[config.mk]
export PLATFORM = sky130hd
export DESIGN_NAME = frame_bit_counter
export DESIGN_NICKNAME = d
export VERILOG_FILES = /design/src/rtl/frame_bit_counter.sv
export SDC_FILE = /design/constraint.sdc
export NUM_CORES = 1
export LEC_CHECK = 0
export CORE_AREA = 2 2 52 64
export DETAILED_ROUTE_END_ITERATION = 16
export DIE_AREA = 0 0 54 66
export HOLD_SLACK_MARGIN = 0.03
export PLACE_DENSITY = 0.84
export SETUP_SLACK_MARGIN = 0.1
export SLEW_MARGIN = 20
export SYNTH_ARGS = -nofsm -noshare
export SYNTH_HDL_FRONTEND = slang
export SYNTH_SLANG_ARGS = --single-unit
[constraint.sdc]
create_clock -name clk -period 3.11 [get_ports clk]
set_clock_uncertainty 0.2 [all_clocks]
set_input_delay 0.622 -clock clk [delete_from_list [all_inputs] [get_ports clk]]
set_output_delay 0.622 -clock clk [all_outputs]
set_load 0.05 [all_outputs]
[src/rtl/frame_bit_counter.sv]
// frame_bit_counter
//   Frames a serial transfer into bits. Each bit is made of (smp_lat+1)
//   sample cycles in oversampling mode, or is advanced by an external inc
//   pulse. A frame is (bit_lat+1) bits. Limits are latched at frame start
//   and again at each auto-reload.
//
//   state | meaning
//   ------+-------------------------------------------------------------
//   IDLE  | waiting for start; counters parked at 0
//   RUN   | frame in progress; counting samples/bits
//
// Ports
//   clk        in   rising-edge clock
//   rst        in   asynchronous reset, active low
//   ena        in   global enable; 0 freezes counters and state
//   start      in   begin a frame (honoured in IDLE only)
//   abort      in   drop the current frame at once (ignores ena)
//   inc        in   external bit advance (OVERSAMPLE=0 only)
//   auto_rl    in   chain straight into the next frame on completion
//   bit_num    in   last bit index of the frame
//   smp_num    in   last sample index within a bit
//   busy       out  high while in RUN
//   bit_idx    out  current bit index
//   mid_strobe out  one-cycle pulse at mid-bit
//   bit_tick   out  one-cycle pulse at each bit boundary
//   frame_done out  one-cycle pulse at frame completion
module frame_bit_counter #(
  parameter int CNT_W      = 4,
  parameter int SMP_W      = 4,
  parameter int OVERSAMPLE = 1
) (
  input  logic             clk,
  input  logic             rst,
  input  logic             ena,
  input  logic             start,
  input  logic             abort,
  input  logic             inc,
  input  logic             auto_rl,
  input  logic [CNT_W-1:0] bit_num,
  input  logic [SMP_W-1:0] smp_num,
  output logic             busy,
  output logic [CNT_W-1:0] bit_idx,
  output logic             mid_strobe,
  output logic             bit_tick,
  output logic             frame_done
);

  typedef enum logic {IDLE = 1'b0, RUN = 1'b1} state_t;

  state_t           state, state_nxt;
  logic [SMP_W-1:0] smp_cnt, smp_cnt_nxt;
  logic [CNT_W-1:0] bit_idx_nxt;
  logic [CNT_W-1:0] bit_lat, bit_lat_nxt;
  logic [SMP_W-1:0] smp_lat, smp_lat_nxt;
  logic             mid_nxt, tick_nxt, done_nxt;
  logic             boundary;

  always_ff @(posedge clk or negedge rst) begin
    if (!rst) begin
      state      <= IDLE;
      smp_cnt    <= '0;
      bit_idx    <= '0;
      bit_lat    <= '0;
      smp_lat    <= '0;
      mid_strobe <= 1'b0;
      bit_tick   <= 1'b0;
      frame_done <= 1'b0;
    end else begin
      state      <= state_nxt;
      smp_cnt    <= smp_cnt_nxt;
      bit_idx    <= bit_idx_nxt;
      bit_lat    <= bit_lat_nxt;
      smp_lat    <= smp_lat_nxt;
      mid_strobe <= mid_nxt;
      bit_tick   <= tick_nxt;
      frame_done <= done_nxt;
    end
  end

  // A bit ends either on the last sample of the bit or on an external inc.
  always_comb begin
    if (OVERSAMPLE != 0) boundary = (smp_cnt == smp_lat);
    else                 boundary = inc;
  end

  always_comb begin
    state_nxt   = state;
    smp_cnt_nxt = smp_cnt;
    bit_idx_nxt = bit_idx;
    bit_lat_nxt = bit_lat;
    smp_lat_nxt = smp_lat;
    mid_nxt     = 1'b0;
    tick_nxt    = 1'b0;
    done_nxt    = 1'b0;

    if (abort) begin
      // abort outranks start, ena and any boundary on the same edge
      state_nxt   = IDLE;
      smp_cnt_nxt = '0;
      bit_idx_nxt = '0;
    end else if (ena) begin
      unique case (state)
        IDLE: begin
          if (start) begin
            state_nxt   = RUN;
            bit_lat_nxt = bit_num;
            smp_lat_nxt = smp_num;
            smp_cnt_nxt = '0;
            bit_idx_nxt = '0;
          end
        end
        RUN: begin
          if (OVERSAMPLE != 0) begin
            mid_nxt     = (smp_cnt == (smp_lat >> 1));
            smp_cnt_nxt = boundary ? '0 : SMP_W'(smp_cnt + 1'b1);
          end else begin
            smp_cnt_nxt = '0;
          end
          if (boundary) begin
            tick_nxt = 1'b1;
            if (bit_idx == bit_lat) begin
              bit_idx_nxt = '0;
              done_nxt    = 1'b1;
              if (auto_rl) begin
                bit_lat_nxt = bit_num;
                smp_lat_nxt = smp_num;
              end else begin
                state_nxt = IDLE;
              end
            end else begin
              bit_idx_nxt = CNT_W'(bit_idx + 1'b1);
            end
          end
        end
        default: state_nxt = IDLE;
      endcase
    end
  end

  assign busy = (state == RUN);

endmodule
# [Word-level counts from Yosys, hierarchy flattened]
# Index checks and enable logic that the tools add are counted.
[classes] n_addsub=2 eq_ne=9 muxes=39 bitwise=2 n_reduce_logical=4
[op_table] op="4-bit two-way mux" n=16
[op_table] op="4-bit one-hot mux with 2 select lines" n=4
[op_table] op="1-bit two-way mux" n=18
[op_table] op="4-bit by 1-bit adder with 4-bit output, second input constant" n=2
[op_table] op="4-bit equality test" n=2
[op_table] op="6-bit AND reduction" n=1
[op_table] op="4-bit by 3-bit equality test with 1-bit output" n=1
[op_table] op="2-bit by 1-bit inequality test with 1-bit output, second input constant" n=2
[op_table] op="2-bit inequality test, second input constant" n=2
[op_table] op="3-bit by 2-bit inequality test with 1-bit output, second input constant" n=1
[op_table] op="3-bit inequality test, second input constant" n=1
[op_table] op="3-bit AND reduction" n=1
[op_table] op="1-bit NOT" n=2
[op_table] op="1-bit one-hot mux with 2 select lines" n=1
[op_table] op="2-bit AND reduction" n=1
[op_table] op="2-bit nonzero test" n=1
[word_totals] ff_bits=20 inputBits=15 output_inout_bits=8 word_cells=64

# [Logic depth before layout (Yosys ltp)]
# Gate-level depths: netlist (run 1).
[logic_depth] word_depth=6 depth_mapped=5 depth_no_buf=4

# [Worst setup path after synthesis (run 1)]
# OpenSTA, ideal clock, no wires.
[synth_path] path_type="reg2reg" from="register bit_idx[3]" to="register bit_idx[1]" setup_time_ns=0.125 t_arrival_ns=1.600 t_required_ns=2.785 setup_slack_ns=1.185 path_stages_with_launch=5 n_path_buf=0 synth_period_minus_slack_ns=1.925 path_cell_list="dfrtp_1 -> xnor2_1 -> nand4_2 -> and3_1 -> mux2_4"
[synth_via] elab_chain_len=6
[synth_rtl] item="from (decl)" line="42" source="output logic [CNT_W-1:0] bit_idx,"
[synth_rtl] item="from (signal assigned)" line="71" source="bit_idx <= bit_idx_nxt;"
[synth_rtl] item="4-bit equality test" line="121" source="if (bit_idx == bit_lat) begin"
[synth_rtl] item="4-bit two-way mux" line="121"
[synth_rtl] item="4-bit two-way mux" line="119" source="if (boundary) begin"
[synth_rtl] item="4-bit one-hot mux with 2 select lines" line="102" source="unique case (state)"
[synth_rtl] item="4-bit two-way mux" line="101" source="end else if (ena) begin"
[synth_rtl] item="4-bit two-way mux" line="96" source="if (abort) begin"
# Every way passes these cells. The select of a mux whose other input is x is not followed.
# A chain may end at the register's enable or synchronous reset.

# [Worst setup path after layout (run 1)]
[layout_path] from="register bit_idx[0]" to="output port bit_idx[0]"
# No word-level cell between the ends.

==> results of run 1 <==
==> per-layer routing <==
layer,vias up,track usage (%)
li1,603,-
met1,659,25.7
met2,43,41.3
met3,4,2.04
met4,0,7.81
met5,-,0
==> worst max path at each step <==
stage	to	from	slack, ps
after global routing	bit_idx[3]	bit_idx[3]	570
after global placement	smp_lat[3]	start	650
final	bit_idx[0]	bit_idx[0]	630
after CTS	bit_idx[0]	bit_idx[0]	630
after floorplan	bit_idx[1]	bit_idx[3]	1190
after detailed placement	smp_lat[3]	start	560
==> report_power, final <==
| part | switching [mW] | internal, mW | total, mW |
|---|---|---|---|
| clock network | 0.0821 | 0.0453 | 0.127 |
| logic | 0.0978 | 0.0952 | 0.193 |
| registers | 0.0342 | 0.288 | 0.322 |
| total | 0.214 | 0.428 | 0.642 |
==> through the flow <==
stage	cell area (µm²)	std cells
final	1660	200
after global routing	1660	200
after CTS	1660	200
after detailed placement	1640	197
after global placement	1640	197
after floorplan	1420	147
==> synthesized netlist by cell type (2+ instances only) <==
cell      number  area share, %
dfrtp_1       20             35
nor2_1         7            1.9
o21ai_0        9            3.2
xor2_1         3            1.9
nor3_1         4            1.4
and2_1         7            3.1
clkbuf_1       5            1.3
nor3b_1        8            4.2
ha_1           2            1.8
and4_1         2            1.2
buf_6          2            1.6
buf_2          2           0.71
nor4b_1       10            6.2
nand3_1       11            3.9
nand4_1       10            4.4
mux2_4         2            2.1
a221oi_1       8            5.0
a21oi_1        2           0.71
nand2_1        3           0.80
xnor2_1       10            6.2
==> state kept, by name (all words and copies together), names as in the netlist <==
signal	flops
bit_idx	4
mid_strobe	1
bit_lat	4
bit_tick	1
smp_cnt	4
frame_done	1
busy	1
smp_lat	4
==> worst reg2reg max path, stage by stage, from the launching register on <==
cell	delay [ps]
dfrtp_1	400
buf_4	220
o21ai_2	630
nor4b_1	140
a221oi_1	280
nand3_1	110
==> cells by family after synthesis <==
family / after synthesis / synth area share, %
AO/OA/AOI/OAI: 28 / 15.6
adder cells (fa/ha/maj): 2 / 1.77
multiplexers: 2 / 2.12
flip-flops: 20 / 35.4
buffers and inverters: 12 / 4.69
XOR/XNOR: 14 / 9.20
AND/OR/NAND/NOR: 69 / 31.3
==> layout make-up <==
| type | instances | area [µm²] |
|---|---|---|
| Sequential cell | 20 | 500 |
| Tap cell | 36 | 45.0 |
| Fill cell | 269 | 1310 |
| Timing Repair Buffer | 25 | 240 |
| Multi-Input combinational cell | 115 | 848 |
| Clock buffer | 3 | 22.5 |
| Inverter | 1 | 3.75 |
==> run metrics, run 1 <==
sequential area share after synthesis=35.4%; CP bufs+invs=1; max frequency=approximately 0.40 GHz; routed vias/inst=6.55; largest net degree at the start of global routing=25; crit path DAT=1660 ps; worst hold path class=reg -> reg; Clock transition at path regs=120 ps; required time worst endpoint=~2300 ps; cts bufs inserted=3; crit share post-route=79.7%; DIE AREA=3560 µm²; Die H=about 66 µm; RD Place Congestion=0.804; initial antenna violation count=0; final hold vios=0; cell count after synthesis=147; antenna-violating nets left=0; I/O pin cnt=23; Rows=22; met2 wire length=just under 2000 µm; Final Slew Violations=0; post-CTS sizing=0; Root Driver=clkbuf_4; Worst path max stage delay=850 ps; CP max FO=6; TritonCTS clock tree=done; Max Buffers Root-to-Sink=2; r2r setup slk=1030 ps; overall power=about 0.64 mW; Worst path depth=1; Post-Syn Area=about 1400 µm²; Worst-Margin Slew=919 ps; most frequent cells in the layout=21 x clkdlybuf4s50_1, 20 x dfrtp_1, 11 x nand3_1; critical path's slowest cell=clkdlybuf4s50_1; GRT Total Usage=22.3%; hold depth=1; Final nets=183; htree depth=1; drt pass-1 iters=4; synth unique cells=40; max-cap viol count=0; CP delay by family, top=buffers and inverters; Worst Path Class, Setup=reg -> out; outcome=finished, final reports clean; async set-reset flop share out of synthesis=100%; Final HPWL DP=about 2500 µm; Via Count=1,309; CTS Hold Bufs=0; leakage=0.598 nW; Starting Density=47.6%; leading cell type in the layout, fill and taps excluded=clkdlybuf4s50_1; clk sink count=20; worst r2r src=busy; Yosys reg bits=20; reg-to-reg critical path endpoint=smp_lat[3]; Core Util, Final=55.9%; Post-Synthesis Net Count=164; met3 wire length=between 150 and 200 µm; die width=between 50 and 60 µm; element type at the critical path end=output pin; Starting DRT DRC Count=87; area grow syn2layout=17.3%; worst hold path endpoint=mid_strobe; r2r worst-path depth=5; PwrDens=387 nW/µm²; Setup-failing EPs final=0; Slew HR=38.6%; vias in the first global route=1,287; total gr overflow=0; setup tns final=0 ps; Tmin final=2480 ps; ant diodes=0; M1 wire length=between 1000 and 1500 µm; core area=2970 µm²; Routed WL=3630 µm; ys flop type=dfrtp_1; Hold WS=315 ps; yosys warns=0; RSZ-0062 raised after global routing=false; top sig layer=met4; Post-synth EDFFs=0; global-route wire length before repair=just under 6000 µm; DP Worst Slack=560 ps; syn avg cell area=a little under 10 µm²; share of post-route cells with drive strength above 1=11.0%; mean routed wirelength per cell=18.2 µm; Worst VDD drop=around 0.00025 V; HP Start=smp_cnt[3]; crit path cell chain=clkdlybuf4s50_1; crit start category=register; Post-CTS Repair Setup Buffers=0; DRC Markers=0; I/O Buffers=21; Clk Latency, worst-skew pair=310 ps; setup slack after layout=between 600 and 700 ps
(Power assumes the default switching activity.)
==> run 2, diff against run 1 <==
--- a/config.mk
+++ b/config.mk
@@ -5,9 +5,9 @@
 export SDC_FILE = /design/constraint.sdc
 export NUM_CORES = 1
 export LEC_CHECK = 0
-export CORE_AREA = 2 2 52 64
+export CORE_AREA = 2 2 53 65
 export DETAILED_ROUTE_END_ITERATION = 16
-export DIE_AREA = 0 0 54 66
+export DIE_AREA = 0 0 55 67
 export HOLD_SLACK_MARGIN = 0.03
 export PLACE_DENSITY = 0.84
 export SETUP_SLACK_MARGIN = 0.1
==> constraint.sdc (replaced) <==
create_clock -name clk -period 2 [get_ports clk]
set_clock_uncertainty 0.2 [all_clocks]
set_input_delay 0.4 -clock clk [delete_from_list [all_inputs] [get_ports clk]]
set_output_delay 0.4 -clock clk [all_outputs]
set_load 0.05 [all_outputs]
==> run 2 against run 1 <==
Clock power increased to 2.7 times the previous value. Sequential share of layout area fell by 2.3 points. Via count increased by 3.2%. Critical path type is now in -> reg. Power is 87% higher.
==> run metrics, run 2 (synthesized netlist as in run 1, its figures left out) <==
Setup-failing EPs final=0 (unchanged); Starting Density=46.7% (-0.87 points); drt pass-1 iters=4 (unchanged); ant diodes=0 (unchanged); required time worst endpoint=2000 ps (-290 ps); number of fill cells=258 (-4.1%); worst r2r src=smp_cnt[0]; area grow syn2layout=28.9%; TritonCTS clock tree=done; crit share post-route=90.7%; CP max FO=9 (+3); Starting DRT DRC Count=63 (-28%); antenna-violating nets left=0 (unchanged); met2 wire length=1880 µm (-3.6%); M1 wire length=1510 µm (+2.9%); max frequency=0.551 GHz; element type at the critical path end=register; most frequent cells in the layout=20 x buf_4, 14 x dfrtp_1, 13 x clkdlybuf4s50_1, 11 x nand3_1; Worst Setup SP=start; max-cap viol count=0 (unchanged); DP Worst Slack=-146 ps (-706 ps); PwrDens=660 nW/µm² (+71%); Rows=22 (unchanged); final hold vios=0 (unchanged); setup slack after layout=185 ps (-447 ps); Routed WL=3680 µm (+1.3%); htree depth=1 (unchanged); Hold WS=204 ps (-111 ps); I/O pin cnt=23 (unchanged); I/O Buffers=21 (unchanged); Worst-Margin Slew=417 ps (-502 ps); DRC Markers=0 (unchanged); GRT Total Usage=21.6% (-0.70 points); met3 wire length=202 µm (+27%); global-route wire length before repair=5780 µm (-2.2%); routed vias/inst=6.40 (-2.2%); clk sink count=20 (unchanged); RD Place Congestion=0.904 (+12%); die width=55 µm (+1.9%); Core Util, Final=60.2% (+4.4 points); Clock transition at path regs=130 ps (about the same); leading cell type in the layout, fill and taps excluded=buf_4; storage element area=508 µm² (+1.5%); outcome=finished, final reports clean; share of post-route cells with drive strength above 1=27.4% (+16 points); core area=3030 µm² (+1.9%); Final Slew Violations=0 (unchanged); Max Buffers Root-to-Sink=2 (unchanged); Worst Path Class, Setup=in -> reg; crit path DAT=1820 ps (+160 ps); overall power=1.20 mW (+87%); mean routed wirelength per cell=17.4 µm (-4.0%); Clk Latency, worst-skew pair=320 ps (about the same); Slew HR=72.2% (+34 points); top sig layer=met4; DIE AREA=3690 µm² (+3.4%); initial antenna violation count=0 (unchanged); vias in the first global route=1,246 (-3.2%); worst hold path class=in -> async; Tmin final=1810 ps; cts bufs inserted=3 (unchanged); setup tns final=0 ps (unchanged); RSZ-0062 raised after global routing=false; Final HPWL DP=2510 µm (+2.0%); crit start category=primary input; Die H=67 µm (+1.5%); leakage=0.709 nW (+19%); multi-input logic area=895 µm² (+5.5%); Worst VDD drop=0.000423 V (+71%); Root Driver=clkbuf_4; Final nets=193 (+5.5%); total gr overflow=0 (unchanged); largest net degree at the start of global routing=21 (-16%); Via Count=1,351 (+3.2%)
[run 2: area by class of cell]
cell class	count	share of cell area (%)
inverter	1	0.206
clock buffer	3	1.23
clock inverter	1	1.65
timing repair buffer	35	17.6
multi-input combinational	115	49.0
sequential	20	27.8
tap	36	2.47
[run 2: timing repair]
| action | 4_1_cts | 5_1_grt |
|---|---|---|
| hold endpoints to repair | 0 | 0 |
| resized for setup | 0 | 9 |
| endpoints found under the setup margin | 0 | 11 |
| setup buffers | 0 | 1 |
| hold buffers | 0 | 0 |
[run 2: path summary, 6_finish.rpt]
path	endpoint	slack [ps]	cells past startpoint
setup / recovery	smp_lat[0]	190	5
hold / removal	smp_cnt[0]	200	2
setup reg to reg	bit_idx[2]	200	5
hold reg to reg	mid_strobe	350	1
max in group asynchronous	bit_idx[3]	1160	2
min in group clk	mid_strobe	350	1
[run 2: power breakdown]
group	internal (mW)	switching [mW]
registers	0.449	0.0689
logic	0.183	0.161
clock network	0.203	0.140
[run 2: metrics by stage]
step	std cells	area (µm²)
after floorplan	147	1420
after global placement	206	1710
after detailed placement	206	1710
after CTS	210	1770
after global routing	211	1820
final	211	1820
[run 2: layer usage]
layer | global-route usage (%) | vias to the layer above
li1 | - | 618
met1 | 26.9 | 670
met2 | 36.0 | 55
met3 | 2.91 | 8
met4 | 9.76 | 0
met5 | 0 | -
[run 2: worst max-delay path, cell delays in order]
cell,delay (ps)
clkdlybuf4s50_1,530
o21a_4,160
nand2b_1,240
a221oi_1,370
nand3_1,110
